$ cat config.mk
export PLATFORM = sky130hd
export DESIGN_NAME = brick_map
export DESIGN_NICKNAME = d
export VERILOG_FILES = /design/src/rtl/brick_pkg.sv /design/src/rtl/brick_map.sv
export SDC_FILE = /design/constraint.sdc
export NUM_CORES = 2
export LEC_CHECK = 0
export BUFFER_PORTS_ARGS = -buffer_cell sky130_fd_sc_hd__buf_2
export CAP_MARGIN = 10
export CORE_MARGIN = 2
export CORE_UTILIZATION = 40
export CTS_CLUSTER_DIAMETER = 100
export DETAILED_ROUTE_END_ITERATION = 6
export GPL_TIMING_DRIVEN = 0
export SLEW_MARGIN = 15
export SYNTH_ARGS = -nofsm -noshare
export SYNTH_HDL_FRONTEND = slang
export SYNTH_SLANG_ARGS = --single-unit
$ cat constraint.sdc
create_clock -name vga_clk -period 5.1 [get_ports vga_clk]
set_clock_uncertainty 0.05 [all_clocks]
set_input_delay 0.51 -clock vga_clk [delete_from_list [all_inputs] [get_ports vga_clk]]
set_output_delay 0.51 -clock vga_clk [all_outputs]
set_load 0.01 [all_outputs]
$ cat src/rtl/brick_pkg.sv
// Shared types and constants for the playfield brick occupancy map.
// The map is a 32x30 grid of 16x16-pixel cells inside a 512x480 play area.
package brick_pkg;

   localparam int GRID_COLS = 32;
   localparam int GRID_ROWS = 30;
   localparam int CELL_LOG2 = 4;

   localparam logic [9:0] PLAY_W   = 10'd512;
   localparam logic [9:0] PLAY_H   = 10'd480;
   localparam logic [4:0] ROW_LAST = 5'(GRID_ROWS - 1);

   typedef enum logic [1:0] {
      OP_CLR_CELL = 2'b00,
      OP_SET_CELL = 2'b01,
      OP_CLR_ALL  = 2'b10,
      OP_LOAD     = 2'b11
   } wr_op_t;

   typedef enum logic [1:0] {
      IDLE  = 2'b00,
      CLEAR = 2'b01,
      LOAD  = 2'b10
   } map_state_t;

   function automatic logic in_play(input logic [9:0] x, input logic [9:0] y);
      return (x < PLAY_W) && (y < PLAY_H);
   endfunction

endpackage

$ cat src/rtl/brick_map.sv
// Brick occupancy map: registered show_brick lookup for the sprite pipeline,
// plus cell set/clear, clear-all and pipelined level-ROM load on the write side.
module brick_map
   import brick_pkg::*;
(
   input  logic        vga_clk,
   input  logic        reset_n,
   input  logic [9:0]  DrawX,
   input  logic [9:0]  DrawY,
   output logic        show_brick,
   input  logic        wr_valid,
   output logic        wr_ready,
   input  logic [1:0]  wr_op,
   input  logic [4:0]  wr_col,
   input  logic [4:0]  wr_row,
   input  logic [1:0]  wr_level,
   output logic [6:0]  lvl_addr,
   input  logic [31:0] lvl_data,
   output logic        busy
);

   map_state_t           state_r, state_nxt_s;
   logic [4:0]           row_cnt_r, row_cnt_nxt_s;
   logic [1:0]           level_r, level_nxt_s;
   logic                 ld_vld_r, ld_vld_nxt_s;
   logic [4:0]           ld_row_r, ld_row_nxt_s;
   logic [6:0]           lvl_addr_r;
   logic                 show_brick_r;
   logic [GRID_COLS-1:0] map_r [GRID_ROWS];

   logic                 wr_en_s;
   logic [4:0]           wr_idx_s;
   logic [GRID_COLS-1:0] wr_word_s;
   logic [GRID_COLS-1:0] cell_word_s;
   logic [4:0]           rd_col_s;
   logic [4:0]           rd_row_s;
   logic                 hit_s;

   assign rd_col_s   = DrawX[CELL_LOG2 +: 5];
   assign rd_row_s   = DrawY[CELL_LOG2 +: 5];
   assign wr_ready   = (state_r == IDLE);
   assign busy       = (state_r != IDLE);
   assign lvl_addr   = lvl_addr_r;
   assign show_brick = show_brick_r;

   // Combinational map lookup; sees the map before any same-cycle write.
   always_comb begin
      if (in_play(DrawX, DrawY)) begin
         hit_s = map_r[rd_row_s][rd_col_s];
      end else begin
         hit_s = 1'b0;
      end
   end

   // Next-state logic and the single row-write port request.
   always_comb begin
      state_nxt_s   = state_r;
      row_cnt_nxt_s = row_cnt_r;
      level_nxt_s   = level_r;
      ld_vld_nxt_s  = 1'b0;
      ld_row_nxt_s  = ld_row_r;
      wr_en_s       = 1'b0;
      wr_idx_s      = 5'd0;
      wr_word_s     = '0;
      cell_word_s   = '0;
      case (state_r)
         IDLE: begin
            if (wr_valid) begin
               case (wr_op_t'(wr_op))
                  OP_CLR_CELL, OP_SET_CELL: begin
                     if (wr_row <= ROW_LAST) begin
                        cell_word_s         = map_r[wr_row];
                        cell_word_s[wr_col] = wr_op[0];
                        wr_en_s             = 1'b1;
                        wr_idx_s            = wr_row;
                        wr_word_s           = cell_word_s;
                     end else begin
                        wr_en_s = 1'b0;
                     end
                  end
                  OP_CLR_ALL: begin
                     state_nxt_s   = CLEAR;
                     row_cnt_nxt_s = 5'd0;
                  end
                  OP_LOAD: begin
                     state_nxt_s   = LOAD;
                     row_cnt_nxt_s = 5'd0;
                     level_nxt_s   = wr_level;
                  end
                  default: state_nxt_s = IDLE;
               endcase
            end else begin
               state_nxt_s = IDLE;
            end
         end
         CLEAR: begin
            wr_en_s   = 1'b1;
            wr_idx_s  = row_cnt_r;
            wr_word_s = '0;
            if (row_cnt_r == ROW_LAST) begin
               state_nxt_s = IDLE;
            end else begin
               row_cnt_nxt_s = row_cnt_r + 5'd1;
            end
         end
         LOAD: begin
            // ROM data lags the address by a cycle, so ld_row_r trails row_cnt_r.
            wr_en_s   = ld_vld_r;
            wr_idx_s  = ld_row_r;
            wr_word_s = lvl_data;
            if (ld_vld_r && (ld_row_r == ROW_LAST)) begin
               state_nxt_s = IDLE;
            end else begin
               ld_vld_nxt_s = 1'b1;
               ld_row_nxt_s = row_cnt_r;
               if (row_cnt_r != ROW_LAST) begin
                  row_cnt_nxt_s = row_cnt_r + 5'd1;
               end else begin
                  row_cnt_nxt_s = row_cnt_r;
               end
            end
         end
         default: begin
            state_nxt_s   = IDLE;
            row_cnt_nxt_s = 5'd0;
         end
      endcase
   end

   // Control registers, level-ROM address and the show_brick output flop.
   always_ff @(posedge vga_clk or negedge reset_n) begin
      if (!reset_n) begin
         state_r      <= IDLE;
         row_cnt_r    <= 5'd0;
         level_r      <= 2'd0;
         ld_vld_r     <= 1'b0;
         ld_row_r     <= 5'd0;
         lvl_addr_r   <= 7'd0;
         show_brick_r <= 1'b0;
      end else begin
         state_r      <= state_nxt_s;
         row_cnt_r    <= row_cnt_nxt_s;
         level_r      <= level_nxt_s;
         ld_vld_r     <= ld_vld_nxt_s;
         ld_row_r     <= ld_row_nxt_s;
         show_brick_r <= hit_s;
         if (state_nxt_s == LOAD) begin
            lvl_addr_r <= {level_nxt_s, row_cnt_nxt_s};
         end
      end
   end

   // Map storage: one row write per cycle, zeroed on reset.
   always_ff @(posedge vga_clk or negedge reset_n) begin
      if (!reset_n) begin
         for (int i = 0; i < GRID_ROWS; i++) begin
            map_r[i] <= '0;
         end
      end else if (wr_en_s) begin
         map_r[wr_idx_s] <= wr_word_s;
      end
   end

endmodule

==> summary.md <==
| Metric | Value |
|---|---|
| Status | complete, but fails checks |
| Violated checks | design-rule violations, negative setup slack |
| Sequential area share after synthesis | 47.5% |
| Core outline area | 128000 sq um |
| CP Data Arrival Time | ~6000 ps |
| Reg2reg start | state_r[0]$_DFF_PN0_ |
| Cell Area, Synth | 51800 sq um |
| Power per cell area | 497 nW/um^2 |
| Final Hold Fails | 0 |
| VDD IR max | 333 uV |
| Synthesized area per cell | 10.8 sq um |
| Max Freq | approximately 0.18 GHz |
| Cell Chain, Critical Path | buf_2 -> buf_4 -> buf_2 -> buf_4 -> clkbuf_4 -> buf_2 -> mux4_2 -> mux2i_1 -> o21ai_0 -> nand4_1 -> a211oi_1 -> nor3b_1 -> a2bb2oi_1 |
| Largest net degree at the start of global routing | 136 |
| Vias in the first global route | 45600 |
| Setup violators final | 142 |
| Most frequent cell on the critical path | buf_2 |
| DRC viols | 1 |
| Setup WS post-layout | -401 ps |
| P_sw | 0.0114 W |
| Ys async rst share | 100% |
| RSZ-0062 raised after global routing | no |
| Placed Cells | 6611 |
| First-pass GRT wire length | around 420000 um |
| Routed Antenna Nets | 0 |
| Hold WC Path Type | in2reg |
| Max FO, Critical Path | 12 |
| # fillers | 12100 |
| Main flop type after synthesis | dfrtp_1 |
| Switch share | between 30% and 40% |
| CTS max path bufs | 3 |
| Vias | 49200 |
| Max-cap viol count | 0 |
| Critical path type | in2reg |
| DP Area | approximately 55000 sq um |
| Power share of the combinational group | 32.1% |
| Die width | 364 um |
| Total power | 0.0293 W |
| Overflow after GRT | 0 |
| Layout cell share with drive strength beyond 1 | 19.7% |
| Critical path origin | DrawY[5] |
| Slowest cell on crit path | nor3b_1 |
| Antenna violations before repair | 38 |
| Tightest Pin Transition | roughly 1500 ps |
| Critical Path RT | 5590 ps |
| Int Power | 0.0178 W |
| Vias/cell | 7.17 |
| Part of the cycle the worst path needs | 108% |
| EDFF count, synth | 0 |
| Slew HR | around 1.5% |
| Row count | 131 |
| Fin cells | 6859 |
| Most frequent cells in the layout | dfrtp_1, nand2_1, o21ai_0 |
| Unique masters post-synth | 69 |
| Synth Net Count | 4868 |
| GRT Total Usage | 47.6% |
| Num CTS Buffers | 112 |
| Height of the die | 364 um |
| CTS tree | built |
| Clock Power Share | just under 30% |
| Clock Sinks | 983 |
| Min-delay src | wr_valid |
| Routability Congestion | approximately 1.1 |
| Iter 0 DRT Violations | ~10000 |
| Drt wl/cell | 46.2 um |
| Yosys reg bits | 983 |
| DP Wirelength | about 220000 um |
| H-tree levels | 3 |
| Util after Layout | 46.0% |
| Yosys warning count | 0 |
| WL final | ~320000 um |
| Fin area | 58900 sq um |
| Tmin final | roughly 5500 ps |
| DR pass1 iterations | 7 |
| Clock Latency Late Sink | 810 ps |
| CTS root buf | clkbuf_16 |
| Critical path endpoint category | flip-flop |
| I/O pin cnt | 79 |
| Leakage power total | 25.1 nW |
| IO Port Bufs | 60 |
| Initial core utilization | 40.4% |
| Critical path startpoint category | input port |
| Max incr delay on CP | roughly 670 ps |
| Sequential power share | 38.3% |
| Worst-path clk slew | 60 ps |
| Layout area overhead | 13.8% |
| Commonest non-fill, non-tap cell in the layout | dfrtp_1 |
| Max-slew violation count | 0 |
| Die ar. | between 100000 and 150000 sq um |
| Post-Syn Instances | between 4000 and 5000 |
| Layout net count | 5074 |
[power groups by stage]
stage | registers [W] | logic, W | clock network [W]
detailed placement | 0.0112 | 0.00886 | 0
floorplan | 0.0107 | 0.00522 | 0
global placement | 0.0111 | 0.00865 | 0
global route | 0.0114 | 0.00958 | 0.00889
finish | 0.0112 | 0.00940 | 0.00867
CTS | 0.0111 | 0.00888 | 0.00858
[worst paths after layout]
kind	cells after the start	endpoint	slack (ps)
max in group asynchronous	5	map_r[269]$_DFFE_PN0P_	2420
min	4	state_r[0]$_DFF_PN0_	150
max	13	show_brick$_DFF_PN0_	-400
min in group asynchronous	2	map_r[583]$_DFFE_PN0P_	220
max reg2reg	10	map_r[403]$_DFFE_PN0P_	590
min reg2reg	1	level_r[1]$_DFF_PN0_	450
[per-stage QoR]
step	hold slack, ps	TNS [ps]	setup WS [ps]
2_1_floorplan	164	0	2030
4_1_cts	107	-6110	-126
5_1_grt	170	0	4.05
6_report	148	-12500	-401
3_5_place_dp	436	-339890	-1030
3_3_place_gp	424	-	-19200
[routing by layer]
metal / vias up / share of wire (%) / track usage (%)
li1: 17900 / - / -
met1: 25300 / 36 / 60.1
met2: 4779 / 39 / 62.9
met3: 1158 / 16 / 23.2
met4: 16 / 9.0 / 33.8
met5: - / 0.11 / 1.42
[what timing repair did]
action                                 in CTS  in global routing
endpoints found under the hold margin     111                  0
hold buffers                                3                  0
setup endpoints to repair                  82                185
resized for setup                           1                 14
setup buffers                               2                  2
cloned                                      0                  0
pin swaps                                   1                  1
[synthesized netlist by cell type, drive strengths merged (12+ instances only)]
library cell / number / share of area [%]
nand4: 12 / 0.15
a2bb2oi: 18 / 0.30
and3: 14 / 0.17
a221oi: 28 / 0.47
mux4: 423 / 18
nand3: 32 / 0.31
a211oi: 32 / 0.46
nor2: 518 / 3.8
a22oi: 21 / 0.30
a21oi: 498 / 4.8
nand2: 613 / 4.4
nor3: 13 / 0.14
o21ai: 613 / 5.9
o221ai: 14 / 0.24
dfrtp: 983 / 48
mux2i: 218 / 4.2
nor2b: 24 / 0.29
clkbuf: 284 / 2.1
a2111oi: 25 / 0.42
a31oi: 18 / 0.22
mux2: 28 / 0.61
buf: 217 / 2.6
o22ai: 39 / 0.47
[critical path: cells and delay by family]
family,cells,cell delay (ps)
buffers and inverters,6,2870
AND/OR/NAND/NOR,2,960
AO/OA/AOI/OAI,3,830
multiplexers,2,760
[layout make-up]
class / instances / area [sq um] / share of cell area [%]
buffer: 500 / 2500 / 4.25
clock inverter: 49 / 534 / 0.907
timing repair buffer: 93 / 926 / 1.57
inverter: 8 / 30.0 / 0.0510
antenna: 35 / 87.6 / 0.149
sequential: 983 / 24600 / 41.8
multi-input combinational: 3305 / 24800 / 42.1
tap: 1729 / 2160 / 3.67
clock buffer: 157 / 3250 / 5.52
[cells by family (layout without fill, tap and decap cells)]
kind of cell	Yosys count	in the layout	synth area share (%)
other	0	35	0
buffers and inverters	509	807	4.72
and+or+nand+nor	1268	1268	9.84
xor gates and xnor gates	2	2	0.0338
muxes	669	669	23.2
DFF	983	983	47.5
AOI/OAI and AO/OA	1364	1364	14.6
adders and majority gates	2	2	0.0483
[sequential cells by signal (all words and copies together) (netlist names)]
register,flops
state_r,2
lvl_addr,7
ld_vld_r,1
map_r,960
level_r,2
show_brick,1
row_cnt_r,5
ld_row_r,5
Power figures use the tool's default switching activity.
